`config.mk`:
```
export PLATFORM = sky130hd
export DESIGN_NAME = bsr_gen
export DESIGN_NICKNAME = d
export VERILOG_FILES = /design/src/rtl/bsr_gen_pkg.sv /design/src/rtl/bsr_gen_cell.sv /design/src/rtl/bsr_gen.sv
export SDC_FILE = /design/constraint.sdc
export NUM_CORES = 1
export LEC_CHECK = 0
export CAP_MARGIN = 20
export CORE_ASPECT_RATIO = 0.7
export CORE_MARGIN = 2
export CORE_UTILIZATION = 60
export CTS_CLUSTER_DIAMETER = 120
export DETAILED_ROUTE_END_ITERATION = 8
export DONT_BUFFER_PORTS = 1
export MAX_ROUTING_LAYER = met4
export PLACE_DENSITY = 0.83
export SYNTH_ARGS = -nofsm -noshare
export SYNTH_HDL_FRONTEND = slang
export SYNTH_SLANG_ARGS = --single-unit
export TNS_END_PERCENT = 30
```
`constraint.sdc`:
```
create_clock -name TCK -period 1.35 [get_ports TCK]
set_input_delay 0 -clock TCK [delete_from_list [all_inputs] [get_ports TCK]]
set_output_delay 0 -clock TCK [all_outputs]
set_load 0.005 [all_outputs]
```
`src/rtl/bsr_gen_pkg.sv`:
```
// ============================================================================
//  Module   : bsr_gen_pkg
//  Purpose  : Shared types and helpers for the parametrised boundary-scan
//             register: the instruction-driven mode encoding and the chain
//             length / bidir port width calculations.
//  Contents : bsr_mode_t  - SAMPLE / EXTEST / INTEST / CLAMP
//             bsr_len()   - total number of BSR cells
//             bd_width()  - bidir port width (at least 1 so ports stay legal)
//  Revision : 1.0 - initial release
// ============================================================================
`default_nettype none

package bsr_gen_pkg;

    typedef enum logic [1:0] {
        SAMPLE = 2'd0,
        EXTEST = 2'd1,
        INTEST = 2'd2,
        CLAMP  = 2'd3
    } bsr_mode_t;

    // Each bidir pad contributes a data cell and an output-enable cell.
    function automatic int bsr_len(input int num_in, input int num_out, input int num_bidir);
        return num_in + 2 * num_bidir + num_out;
    endfunction

    // With no bidir pads the ports still need a legal width of one bit.
    function automatic int bd_width(input int num_bidir);
        return (num_bidir > 0) ? num_bidir : 1;
    endfunction

endpackage

`default_nettype wire

```
`src/rtl/bsr_gen_cell.sv`:
```
// ============================================================================
//  Module   : bsr_cell
//  Purpose  : One boundary-scan cell: a capture/shift flop clocked on the
//             rising TCK edge and an update flop clocked on the falling edge.
//  Ports    : TCK        - JTAG clock
//             TRST       - asynchronous active-low reset
//             select     - BSR is the selected data register
//             capture    - load parallel input into the capture flop
//             shift      - load serial input into the capture flop
//             update     - transfer capture flop into update flop
//             tlr_reset  - synchronous clear of the update flop
//             pi / si    - parallel and serial inputs
//             cap / upd  - capture and update flop outputs
//  Revision : 1.0 - initial release
// ============================================================================
`default_nettype none

module bsr_cell #(
    parameter logic RST_VAL = 1'b0
) (
    input  logic TCK,
    input  logic TRST,
    input  logic select,
    input  logic capture,
    input  logic shift,
    input  logic update,
    input  logic tlr_reset,
    input  logic pi,
    input  logic si,
    output logic cap,
    output logic upd
);

    // Capture takes priority over shift when both decodes are active.
    always_ff @(posedge TCK or negedge TRST) begin
        if (!TRST) begin
            cap <= 1'b0;
        end else if (select && capture) begin
            cap <= pi;
        end else if (select && shift) begin
            cap <= si;
        end
    end

    // Falling-edge update keeps pad outputs stable across the rising edge
    // on which the TAP leaves Update-DR; a real update beats the TLR clear.
    always_ff @(negedge TCK or negedge TRST) begin
        if (!TRST) begin
            upd <= RST_VAL;
        end else if (select && update) begin
            upd <= cap;
        end else if (tlr_reset) begin
            upd <= RST_VAL;
        end
    end

endmodule

`default_nettype wire

```
`src/rtl/bsr_gen.sv`:
```
// ============================================================================
//  Module   : bsr_gen
//  Purpose  : Parametrised boundary-scan register between the TAP/instruction
//             decoder and the pad ring. Chain order from TDI to TDO is:
//             input cells, bidir data cells, bidir OE cells, output cells.
//  Ports    : TCK, TRST, TDI, TDO              - JTAG clock/reset/serial data
//             bsr_select, dr_capture, dr_shift,
//             dr_update, tlr_reset             - TAP state decodes
//             bsr_mode                         - SAMPLE/EXTEST/INTEST/CLAMP
//             pin_in  -> sys_in                - input pads to core
//             core_out -> pin_out              - core to output pads
//             core_bd_out/core_bd_oe -> pad_bd_out/pad_bd_oe
//             pad_bd_in -> core_bd_in          - bidir pads
//  Options  : BSR_SAFE_RESET_EN - when defined, TRST and tlr_reset load the
//             update stage with SAFE_VAL instead of all zeros.
//  Revision : 1.0 - initial release
// ============================================================================
`default_nettype none

module bsr_gen
    import bsr_gen_pkg::*;
#(
    parameter int NUM_IN    = 9,
    parameter int NUM_OUT   = 5,
    parameter int NUM_BIDIR = 2,
    parameter logic [bsr_len(NUM_IN, NUM_OUT, NUM_BIDIR)-1:0] SAFE_VAL = '0
) (
    input  logic                            TCK,
    input  logic                            TRST,
    input  logic                            TDI,
    output logic                            TDO,
    input  logic                            bsr_select,
    input  logic                            dr_capture,
    input  logic                            dr_shift,
    input  logic                            dr_update,
    input  logic                            tlr_reset,
    input  logic [1:0]                      bsr_mode,
    input  logic [NUM_IN-1:0]               pin_in,
    output logic [NUM_IN-1:0]               sys_in,
    input  logic [NUM_OUT-1:0]              core_out,
    output logic [NUM_OUT-1:0]              pin_out,
    input  logic [bd_width(NUM_BIDIR)-1:0]  core_bd_out,
    input  logic [bd_width(NUM_BIDIR)-1:0]  core_bd_oe,
    output logic [bd_width(NUM_BIDIR)-1:0]  pad_bd_out,
    output logic [bd_width(NUM_BIDIR)-1:0]  pad_bd_oe,
    input  logic [bd_width(NUM_BIDIR)-1:0]  pad_bd_in,
    output logic [bd_width(NUM_BIDIR)-1:0]  core_bd_in
);

    localparam int BSR_LEN  = bsr_len(NUM_IN, NUM_OUT, NUM_BIDIR);
    localparam int BD_BASE  = NUM_IN;
    localparam int CTL_BASE = NUM_IN + NUM_BIDIR;
    localparam int OUT_BASE = NUM_IN + 2 * NUM_BIDIR;

`ifdef BSR_SAFE_RESET_EN
    localparam logic [BSR_LEN-1:0] RST_VEC = SAFE_VAL;
`else
    // Safe values are ignored in this build; masking keeps the parameter
    // referenced so both builds share one parameter list.
    localparam logic [BSR_LEN-1:0] RST_VEC = SAFE_VAL & {BSR_LEN{1'b0}};
`endif

    logic [BSR_LEN-1:0] pi_vec;
    logic [BSR_LEN-1:0] si_vec;
    logic [BSR_LEN-1:0] cap_vec;
    logic [BSR_LEN-1:0] upd_vec;

    bsr_mode_t mode;
    logic      drive_pads;
    logic      drive_core;

    // Cell i shifts from cell i-1; cell 0 takes TDI.
    assign si_vec = {cap_vec[BSR_LEN-2:0], TDI};
    assign TDO    = cap_vec[BSR_LEN-1];

    generate
        for (genvar i = 0; i < BSR_LEN; i++) begin : g_cell
            bsr_cell #(
                .RST_VAL (RST_VEC[i])
            ) u_cell (
                .TCK       (TCK),
                .TRST      (TRST),
                .select    (bsr_select),
                .capture   (dr_capture),
                .shift     (dr_shift),
                .update    (dr_update),
                .tlr_reset (tlr_reset),
                .pi        (pi_vec[i]),
                .si        (si_vec[i]),
                .cap       (cap_vec[i]),
                .upd       (upd_vec[i])
            );
        end
    endgenerate

    // Every mode except SAMPLE drives the pads from the update stage, so
    // INTEST also keeps the pads in a known state; only INTEST feeds the core.
    assign mode       = bsr_mode_t'(bsr_mode);
    assign drive_pads = (mode != SAMPLE);
    assign drive_core = (mode == INTEST);

    assign sys_in  = drive_core ? upd_vec[NUM_IN-1:0]         : pin_in;
    assign pin_out = drive_pads ? upd_vec[OUT_BASE +: NUM_OUT] : core_out;

    generate
        if (NUM_BIDIR > 0) begin : g_bidir
            // Capture sees pad data for the data cells and the core OE for the
            // control cells, matching what each cell later drives.
            assign pi_vec     = {core_out, core_bd_oe, pad_bd_in, pin_in};
            assign pad_bd_out = drive_pads ? upd_vec[BD_BASE  +: NUM_BIDIR] : core_bd_out;
            assign pad_bd_oe  = drive_pads ? upd_vec[CTL_BASE +: NUM_BIDIR] : core_bd_oe;
            assign core_bd_in = drive_core ? upd_vec[BD_BASE  +: NUM_BIDIR] : pad_bd_in;
        end else begin : g_no_bidir
            logic unused_bd;
            assign unused_bd  = ^{core_bd_out, core_bd_oe, pad_bd_in};
            assign pi_vec     = {core_out, pin_in};
            assign pad_bd_out = '0;
            assign pad_bd_oe  = '0;
            assign core_bd_in = '0;
        end
    endgenerate

endmodule

`default_nettype wire

```
==> flow_metrics.tcl <==
set metrics [dict create \
    ys_seq_area_share_pct 47.2 \
    cts-root-to-sink-buffers 2 \
    slew_viol_final 0 \
    worst_pin_slew_ns 0.884 \
    postLayoutCoreUtil_pct 82.2 \
    grt_pass1_wl_mm 8.87 \
    maxCapViolations 0 \
    max-slew-margin-rel_pct 41.1 \
    path_delay_family "flip-flops" \
    routedWlPerCell_um 20.9 \
    clock-root-buffer "clkbuf_8" \
    synth_area_leader_cell "dfrtn_1" \
    status "finished with violations" \
    hp-class "input port to register" \
    synth.top_cell.area_share_pct 23.6 \
    fin_nets 277 \
    worstRegToRegCells 2 \
    tritoncts "done" \
    crit_arrival_ns 1.62 \
    cp.depth 1 \
    critPathMaxStageDelay_ns 0.36 \
    synth_nets 233 \
    r2r_setup_slack_ns -0.06 \
    die_h_um 51.2 \
    grt_antenna_before_repair 0 \
    dp_hpwl_mm 3.11 \
    grt_pass1_vias 1828 \
    die_area_sq_um 3660 \
    coreArea_sq_um 3080 \
    ys_ff_latch 36 \
    grt_use_total_pct 33.7 \
    syn_avg_cell_area_sq_um 9.41 \
    grt_max_degree 37 \
    rsz0062_at_grt "true" \
    synth_cell_types 18 \
    fp-row-count 17 \
    synthCells 203 \
    first_iter_violations 276 \
    via_count 1948 \
    worst_setup_path_start_kind "register" \
    numClockSinks 36 \
    syn-cell-area_sq_um 1910 \
    synthTopCellsByArea "dfrtn_1 (24%), dfrtp_1 (24%), nor3_1 (14%), mux2_2 (12%), nand2b_1 (5.9%)" \
    clk_latency_ns 0.30 \
    cts.clk_slew.worst_paths_ns 0.08 \
    start_util_pct 61.9 \
    place_congestion 0.815 \
    skew_ns 0.0119 \
    hold_viol_final 2 \
    worstPathMaxFanout 3 \
    crit_chain "mux2_4" \
    violations "negative hold slack, negative setup slack" \
    setup_viol 28 \
    slowest_stage "dfrtn_1" \
    drc 0 \
    numPortBuffers 0 \
    layout_setup_ws_ns -0.270 \
    layout-drive-gt1-share_pct 25.8 \
    drt-total-wl_mm 5.98 \
    grt_overflow 0 \
    fin_hold_ws_ns -0.0499 \
    ios 51 \
    path_class "register to output pin" \
    required_ns 1.35 \
    ant_nets 0 \
    via_per_inst 6.81 \
    whs_path_depth 2 \
    power_uw 3150 \
    ir_drop_uv 824 \
    htree_levels 2 \
    p_per_area_nw_per_um2 1240 \
    diodes 0 \
    area_growth_pct 32.7 \
    ys_warn_count 0 \
    p_leak_uw 0.00108 \
    endpoint_kind "output pin" \
    die_w_um 71.4 \
    drt_pass1_iterations 6 \
    cts_buffers 5 \
    critPathBufInv 0 \
]
## layer usage
| layer | part of all wire, % | up-vias | GRT usage [%] |
|---|---|---|---|
| met5 | 0 | - | - |
| met4 | 3.7 | 0 | 18.2 |
| met3 | 9.7 | 31 | 7.50 |
| met2 | 47 | 154 | 52.6 |
| li1 | - | 814 | - |
| met1 | 40 | 949 | 41.3 |
## layout by cell type, fill, tap and decap left out, types with 2 or more instances in the layout
cell           count
o21ai_1           16
dfrtp_1           18
o22ai_1           18
mux2_4            14
nor3_1            54
mux2_2             6
nand2b_1          18
clkbuf_8           7
buf_12             2
nand2_2            2
nand2_1           17
buf_4             28
dfrtn_1           18
o21ai_2            2
dlygate4sd3_1     22
## cell families (layout without fill, tap and decap cells)
| kind of cell | Yosys count | count (layout) | share of synthesized area [%] |
|---|---|---|---|
| simple gates | 95 | 95 | 25.5 |
| compound gates | 36 | 36 | 10.6 |
| mux | 20 | 20 | 11.8 |
| buf+inv | 16 | 61 | 4.98 |
| flops | 36 | 36 | 47.2 |
## where the power goes
group          total (uW)  switching [uW]  internal [uW]
combinational         754             360            394
clock                1070             420            652
sequential           1330            92.6           1230
total                3150             873           2280
## synth_stat cells
cell type,n
nand2_1,18
nor3_1,54
and2_1,1
clkbuf_1,1
o21ai_0,18
buf_4,4
nor2b_1,1
nand2_4,1
nor2_2,1
mux2_2,20
nand2_2,1
nand2b_1,18
buf_6,1
dfrtp_1,18
o22ai_1,18
buf_2,9
clkbuf_2,1
dfrtn_1,18
## state kept, by name, summed over array words and instances (netlist names)
signal             flops
g_cell.u_cell.cap     18
g_cell.u_cell.upd     18
## metrics by stage
step | setup WS [ns] | cells | cell area, sq um | TNS [ns] | hold slack, ns
floorplan | 0.00732 | 203 | 1930 | 0 | -0.296
global placement | -0.00253 | 247 | 2040 | -0.00253 | -0.295
detailed placement | -0.0148 | 247 | 2040 | -0.0225 | -0.295
CTS | -0.260 | 280 | 2460 | -4.87 | 0.00546
global route | -0.290 | 286 | 2530 | -5.94 | -0.0270
finish | -0.270 | 286 | 2530 | -5.21 | -0.0499
## what timing repair did
action,4_1_cts,5_1_grt
buffers inserted,2,5
hold endpoints to repair,53,1
hold buffers,23,1
endpoints found under the setup margin,29,48
gates resized for setup,19,17
## area by class of cell
| type | count | area, sq um |
|---|---|---|
| tap | 38 | 47.5 |
| sequential | 36 | 901 |
| clock inverter | 1 | 30.0 |
| clock buffer | 7 | 96.3 |
| timing repair buffer | 53 | 483 |
| fill | 160 | 549 |
| multi-input combinational | 151 | 977 |
## final timing paths
path | to | start
hold / removal | g_cell[7].u_cell.cap | dr_shift
setup / recovery | pad_bd_out[1] | g_cell[10].u_cell.upd
setup reg to reg | g_cell[7].u_cell.upd | g_cell[7].u_cell.cap
max in group asynchronous | g_cell[6].u_cell.upd | TRST
hold reg to reg | g_cell[11].u_cell.upd | g_cell[11].u_cell.upd
min in group asynchronous | g_cell[2].u_cell.cap | TRST
Note: power is estimated with default switching activity, not from simulation.
